**config.mk**
```make
export PLATFORM = sky130hd
export DESIGN_NAME = backprop_sequencer
export DESIGN_NICKNAME = d
export VERILOG_FILES = /design/src/rtl/backprop_sequencer.sv
export SDC_FILE = /design/constraint.sdc
export NUM_CORES = 1
export LEC_CHECK = 0
export ABC_AREA = 0
export CAP_MARGIN = 30
export CELL_PAD_IN_SITES_DETAIL_PLACEMENT = 0
export CELL_PAD_IN_SITES_GLOBAL_PLACEMENT = 1
export CORE_UTILIZATION = 27
export CTS_CLUSTER_DIAMETER = 50
export CTS_CLUSTER_SIZE = 24
export DETAILED_ROUTE_END_ITERATION = 12
export PLACE_DENSITY_LB_ADDON = 0.1
export SLEW_MARGIN = 20
export SYNTH_ARGS = -nofsm -noshare
export SYNTH_HDL_FRONTEND = slang
export SYNTH_SLANG_ARGS = --single-unit
```
**constraint.sdc**
```tcl
create_clock -name clk -period 2.15 [get_ports clk]
set_clock_uncertainty 0.15 [all_clocks]
set_input_delay 0.215 -clock clk [delete_from_list [all_inputs] [get_ports clk]]
set_output_delay 0.215 -clock clk [all_outputs]
set_load 0.1 [all_outputs]
```
**src/rtl/backprop_sequencer.sv**
```systemverilog
// Walks weight layers top-down and rows 0..size-1, holding each row until step_ready.
// Optional `abort` input is enabled with the BACKPROP_SEQ_ABORT_EN macro.
module backprop_sequencer #(
  parameter int unsigned size        = 3,
  parameter int unsigned layer_count = 3
) (
  input  logic        clk,
  input  logic        rst_n,
  input  logic        start,
  input  logic        cost_mode,
  input  logic        step_ready,
`ifdef BACKPROP_SEQ_ABORT_EN
  input  logic        abort,
`endif
  output logic        is_update,
  output logic [31:0] w_layer_index,
  output logic [31:0] w_row_index,
  output logic        is_cost_layer,
  output logic        backprop_cost,
  output logic        busy,
  output logic        done
);

  localparam int unsigned LW = (layer_count > 1) ? $clog2(layer_count) : 1;
  localparam int unsigned RW = (size > 1) ? $clog2(size) : 1;
  localparam logic [LW-1:0] LAYER_LAST = LW'(layer_count - 1);
  localparam logic [RW-1:0] ROW_LAST   = RW'(size - 1);

  typedef enum logic [1:0] {IDLE, UPDATE, GAP, DONE} state_t;

  state_t        state;
  logic [LW-1:0] layer;
  logic [RW-1:0] row;
  logic          abort_req;

`ifdef BACKPROP_SEQ_ABORT_EN
  assign abort_req = abort;
`else
  assign abort_req = 1'b0;
`endif

  always_ff @(posedge clk or negedge rst_n) begin
    if (!rst_n) begin
      state         <= IDLE;
      layer         <= '0;
      row           <= '0;
      is_update     <= 1'b0;
      w_layer_index <= '0;
      w_row_index   <= '0;
      is_cost_layer <= 1'b0;
      backprop_cost <= 1'b0;
      busy          <= 1'b0;
      done          <= 1'b0;
    end else begin
      done <= 1'b0;
      unique case (state)
        IDLE: begin
          if (start) begin
            state         <= UPDATE;
            layer         <= LAYER_LAST;
            row           <= '0;
            is_update     <= 1'b1;
            w_layer_index <= 32'(LAYER_LAST);
            w_row_index   <= '0;
            is_cost_layer <= cost_mode;
            backprop_cost <= cost_mode;
            busy          <= 1'b1;
          end
        end
        UPDATE: begin
          if (abort_req) begin
            state         <= IDLE;
            layer         <= '0;
            row           <= '0;
            is_update     <= 1'b0;
            w_layer_index <= '0;
            w_row_index   <= '0;
            is_cost_layer <= 1'b0;
            backprop_cost <= 1'b0;
            busy          <= 1'b0;
          end else if (step_ready) begin
            if (row != ROW_LAST) begin
              row         <= row + 1'b1;
              w_row_index <= 32'(row + 1'b1);
            end else begin
              // Last row of the layer: indices drop to 0 along with is_update.
              row           <= '0;
              is_update     <= 1'b0;
              w_layer_index <= '0;
              w_row_index   <= '0;
              is_cost_layer <= 1'b0;
              if (layer != '0) begin
                state <= GAP;
              end else begin
                state <= DONE;
                done  <= 1'b1;
              end
            end
          end
        end
        GAP: begin
          if (abort_req) begin
            state         <= IDLE;
            layer         <= '0;
            row           <= '0;
            is_update     <= 1'b0;
            w_layer_index <= '0;
            w_row_index   <= '0;
            is_cost_layer <= 1'b0;
            backprop_cost <= 1'b0;
            busy          <= 1'b0;
          end else begin
            state         <= UPDATE;
            layer         <= layer - 1'b1;
            row           <= '0;
            is_update     <= 1'b1;
            w_layer_index <= 32'(layer - 1'b1);
            w_row_index   <= '0;
            is_cost_layer <= backprop_cost && ((layer - 1'b1) == LAYER_LAST);
          end
        end
        DONE: begin
          state         <= IDLE;
          layer         <= '0;
          busy          <= 1'b0;
          backprop_cost <= 1'b0;
        end
        default: state <= IDLE;
      endcase
    end
  end

endmodule

```
==> After elaboration in Yosys (flattened, before gate mapping) <==
Index checks and enable logic that the tools add are counted.
{ "classes": {"reduce_logical": 10, "bitwise": 2, "eq_ne": 8, "n_addsub": 4, "muxes": 31} }
{ "ops": {"columns": ["cell", "n"], "rows": [
  ["32-bit case mux with 3 select lines", 2],
  ["32-bit two-way mux", 5],
  ["2-bit two-way mux", 7],
  ["2-bit case mux with 3 select lines", 2],
  ["1-bit two-way mux", 9],
  ["2-bit != test (second input constant)", 4],
  ["2-bit case mux with 4 select lines", 1],
  ["2-bit equality test (second input constant)", 3],
  ["1-bit case mux with 3 select lines", 2],
  ["3-bit AND reduction", 2],
  ["1-bit case mux with 2 select lines", 2],
  ["2-bit AND reduction", 2],
  ["4-bit AND reduction", 1],
  ["2-bit by 1-bit adder with 3-bit output (second input constant)", 1],
  ["3-bit two-way mux", 1],
  ["3-bit nonzero test", 1],
  ["2-bit by 1-bit subtractor with 3-bit output (second input constant)", 1],
  ["2-bit by 1-bit adder with 2-bit output (second input constant)", 1],
  ["2-bit by 1-bit equality test with 1-bit output (second input constant)", 1],
  ["2-bit zero test", 1],
  ["1-bit NOT", 2],
  ["2-bit nonzero test", 1],
  ["2-bit OR reduction", 1],
  ["2-bit by 1-bit subtractor with 2-bit output (second input constant)", 1],
  ["1-bit logical AND", 1]
]} }
{ "word_totals": {"output_inout_bits": 69, "wordCells": 65, "input_bits": 5, "reg_bits": 75} }

==> Longest topological paths before layout <==
{ "logic_depth": {"ltp_word": 5, "ltp_mapped": 6, "ltp_nobuf": 5} }

==> Least setup slack after synthesis <==
OpenSTA, ideal clock, no wires.
{ "synth_timing": {"path_type": "register to output", "start": "register, netlist name w_layer_index[30]", "end": "output port w_layer_index[10]", "n_path_buf": 1, "path_stages_with_launch": 2, "arrival_time_ps": 1804, "required_time_ps": 1785, "setup_slack_ps": -19, "cell_sequence": "dfrtp_1 -> buf_4"} }
{ "synth_lines": {"columns": ["item", "line_no", "source"], "rows": [
  ["end, declared", "16", "output logic [31:0] w_layer_index,"]
]} }

==> Worst setup path after layout <==
{ "layout_timing": {"start": "register state[0]", "end": "register w_layer_index[1]"} }
{ "layout_via": {"elab_chain_len": 3, "elab_cells_between_ends": 9, "cone_classes": "eq/ne: 5; mux: 1; reduce/logical: 3"} }
{ "layout_lines": {"columns": ["item", "line_no", "source"], "rows": [
  ["start, declared", "31", "state_t state;"],
  ["start signal, assigned", "44", "state <= IDLE;"],
  ["start signal, assigned", "59", "state <= UPDATE;"],
  ["start signal, assigned", "72", "state <= IDLE;"],
  ["2-bit by 1-bit equality test with 1-bit output, or another cell as far along", "56", "unique case (state)"],
  ["2-bit != test (no line) / 3-bit nonzero test (equally long branches)", null, null],
  ["4-bit AND reduction (no line)", null, null],
  ["end signal, assigned", "63", "w_layer_index <= 32'(LAYER_LAST);"],
  ["end signal, assigned", "117", "w_layer_index <= 32'(layer - 1'b1);"]
]} }
Several ways; a longest one is shown, not always the timed one.
A chain may end at the register's enable or synchronous reset.

==> flow_summary.toml <==
[run_status]
run_status = "finished with violations"
failed_checks = "DRC"

[global_route]
gr-usage-all-layers_pct = 9.52
number_of_global_route_vias_before_repair = 698
wire_length_of_the_first_global_routing_pass_um = 3770
grt_overflow = 0
pin_count_of_the_biggest_net_entering_global_routing = 25
antenna_found_initial = 0

[final_layout]
drive_gt1_share_pct = 41.3
area_growth_syn_to_layout_pct = 39.9
multiInputGateArea_um2 = 538
regArea_um2 = 377
antenna_cells_inserted = 0
fin_util_pct = 40.5
final_area_um2 = 1810
final_net_count = 163
fill_cells = 427

[worst_setup_path]
cp_top_family = "flip-flops"
worstPathMaxFanout = 11
termination_of_the_worst_setup_path = "w_layer_index[1]"
critical-path-slowest-cell = "sky130_fd_sc_hd__dfrtp_1"
worst_setup_path_start_kind = "flop"
timing.rr.start = "state[0]"
worst_setup_sp = "state[0]"
path_class = "reg2reg"
worst_ep_arrival_time_ns = 1.96
regToRegSetupSlack_ns = 0.17
worst_path_largest_cell_delay_ns = 0.40
worstSetupPathDepth = 5
critPathCaptureType = "flop"
rr_endpoint = "w_layer_index[1]"
r2r_cells = 5
critPathRequiredTime_ns = 2.13
crit_chain = "inv_1, ha_1, and2b_1, a211oi_4, mux2_2"
path_buf_inv = 1

[floorplanning]
initial_utilization_pct = 28.9
std_cell_rows = 24
die_width_um = 71.2
placeableCoreArea_um2 = 4470
floorplan.io_pins = 74
design.die.area_um2 = 5070
die_h_um = 71.2

[synthesis]
netlist.area_leader.share_pct = 34.2
count_of_synthesis_stage_warnings_from_yosys = 0
synth-main-ff-cell = "sky130_fd_sc_hd__dfrtp_1"
yosys.cell_count.top_type = "sky130_fd_sc_hd__buf_4"
synthTopCellsByArea = "sky130_fd_sc_hd__buf_4 (34%), sky130_fd_sc_hd__dfrtp_1 (29%), sky130_fd_sc_hd__mux2_2 (7.0%), sky130_fd_sc_hd__ha_1 (6.8%), sky130_fd_sc_hd__mux2i_1 (3.1%)"
ys_async_sr_fraction_pct = 100
synth_edf_count = 0
synth_sequential_area_ratio_pct = 29.0
postSynthRegisterBits = 15
post-synth-top-area-cell = "sky130_fd_sc_hd__buf_4"
synth_commonest_cells = "sky130_fd_sc_hd__buf_4 (59), sky130_fd_sc_hd__dfrtp_1 (15), sky130_fd_sc_hd__inv_1 (9), sky130_fd_sc_hd__mux2_2 (8), sky130_fd_sc_hd__ha_1 (7)"
post_synth_inst_count = 132
synth.avg_cell_area_um2 = 9.80
synth_cell_types = 29
mappedNetlistArea_um2 = 1290

[clocking]
cts_tree = "done"
clk-insertion-delay-late_ns = 0.24
clkSinkCount = 15
cts_buffers = 3
cts_setup_buffers = 0
clkTransAtPathRegs_ns = 0.06
ctsHoldBuffers = 0
root_buffer = "sky130_fd_sc_hd__clkbuf_8"
ctsResizeCount = 0
cts_buffer_depth = 2
h-tree-depth = 1

[drt]
met2_length_um = 1110
routed_wl_um = 2350
number_of_drc_markers_in_iteration_0 = 20
detail_routed_net_length_per_standard_cell_um = 11.6
routed-via-count = 802
detailroute.wirelength.met3_um = 163
via_per_inst = 3.97
drc = 6
routed.top_layer = "met4"
dr.pass1.iters = 8
route.antenna.remaining_nets = 0
route.layer.met1.wl_um = 1070

[timing]
rsz_0062_raised_after_global_routing = "false"
min_period_ns = 1.98
maximum_achievable_frequency_ghz = 0.506
totalNegativeSetupSlack_ns = 0
timing_hold_violations_final = 0
timing_max_transition_violations_final = 0
min_period_over_period_pct = 91.9
total_of_endpoints_with_negative_setup_slack_in_the_final_report = 0

[place]
placement.cell_area_um2 = 1760
place_hpwl_um = 1960
port_buffers = 44
gpl.final_weighted_congestion = 0.771

[flow_run]
maxCapViolations = 0

[min_path]
hp-class = "in2async"
sequential cells by signal, summed over array words and instances (netlist names):
register and count:
layer 2, w_row_index 2, w_layer_index 3, row 1
busy 1, state 2, is_cost_layer 1, done 1
backprop_cost 1, is_update 1
area by class of cell:
class                      instances  area share, %
timing repair buffer              47           41.5
clock inverter                     1          0.276
sequential                        15           20.8
tap                               52           3.59
inverter                           9           1.87
multi-input combinational         75           29.7
clock buffer                       3           2.28
cell families (layout without fill, tap and decap cells):
family                     Yosys count  in the layout  synth area share (%)
and+or+nand+nor                     15             15                  8.42
other                                1             29                 0.290
buffers and inverters               70             60                  37.5
DFF                                 15             15                  29.0
AOI/OAI and AO/OA                   12             12                  7.93
muxes                               12             12                  10.1
adders and majority gates            7              7                  6.77
cells in the final DEF, fill, tap and decap left out, drive strengths merged, types with 2 or more instances in the layout:
master,count
clkbuf,3
inv,9
o21ai,2
clkdlybuf4s50,4
dfrtp,15
a21oi,3
nor2,3
ha,7
mux2i,4
conb,29
mux2,8
a2111oi,2
buf,43
nor2b,2
nand2,2
per-stage QoR:
step                      cells  hold WS (ns)  worst slack [ns]
after global placement      198         0.344             0.173
after floorplan             160        -0.231            0.0283
after detailed placement    198         0.366             0.139
after global routing        202         0.112            0.0754
after CTS                   202         0.102             0.157
final                       202        0.0914             0.174
worst reg2reg max path, stage by stage, from the launching register on:
cell                       delay (ns)
sky130_fd_sc_hd__dfrtp_1         0.40
sky130_fd_sc_hd__inv_1           0.10
sky130_fd_sc_hd__ha_1            0.19
sky130_fd_sc_hd__and2b_1         0.30
sky130_fd_sc_hd__a211oi_4        0.36
sky130_fd_sc_hd__mux2_2          0.37
per-layer routing:
layer | track usage, % | vias up
met1 | 13.3 | 378
li1 | - | 381
met4 | 2.00 | 0
met2 | 14.9 | 41
met5 | 0 | -
met3 | 2.39 | 2
worst min path at each step:
stage	start	endpoint	slack [ns]
floorplan	rst_n	backprop_cost	-0.23
global placement	w_row_index[2]	w_row_index[2]	0.34
detailed placement	rst_n	layer[1]	0.37
CTS	rst_n	w_layer_index[0]	0.10
global route	rst_n	w_layer_index[1]	0.11
finish	rst_n	layer[1]	0.09
Power is left out: the tool's default activity adds up to more than one toggle a clock period on the data nets, which glitch-free logic cannot reach.
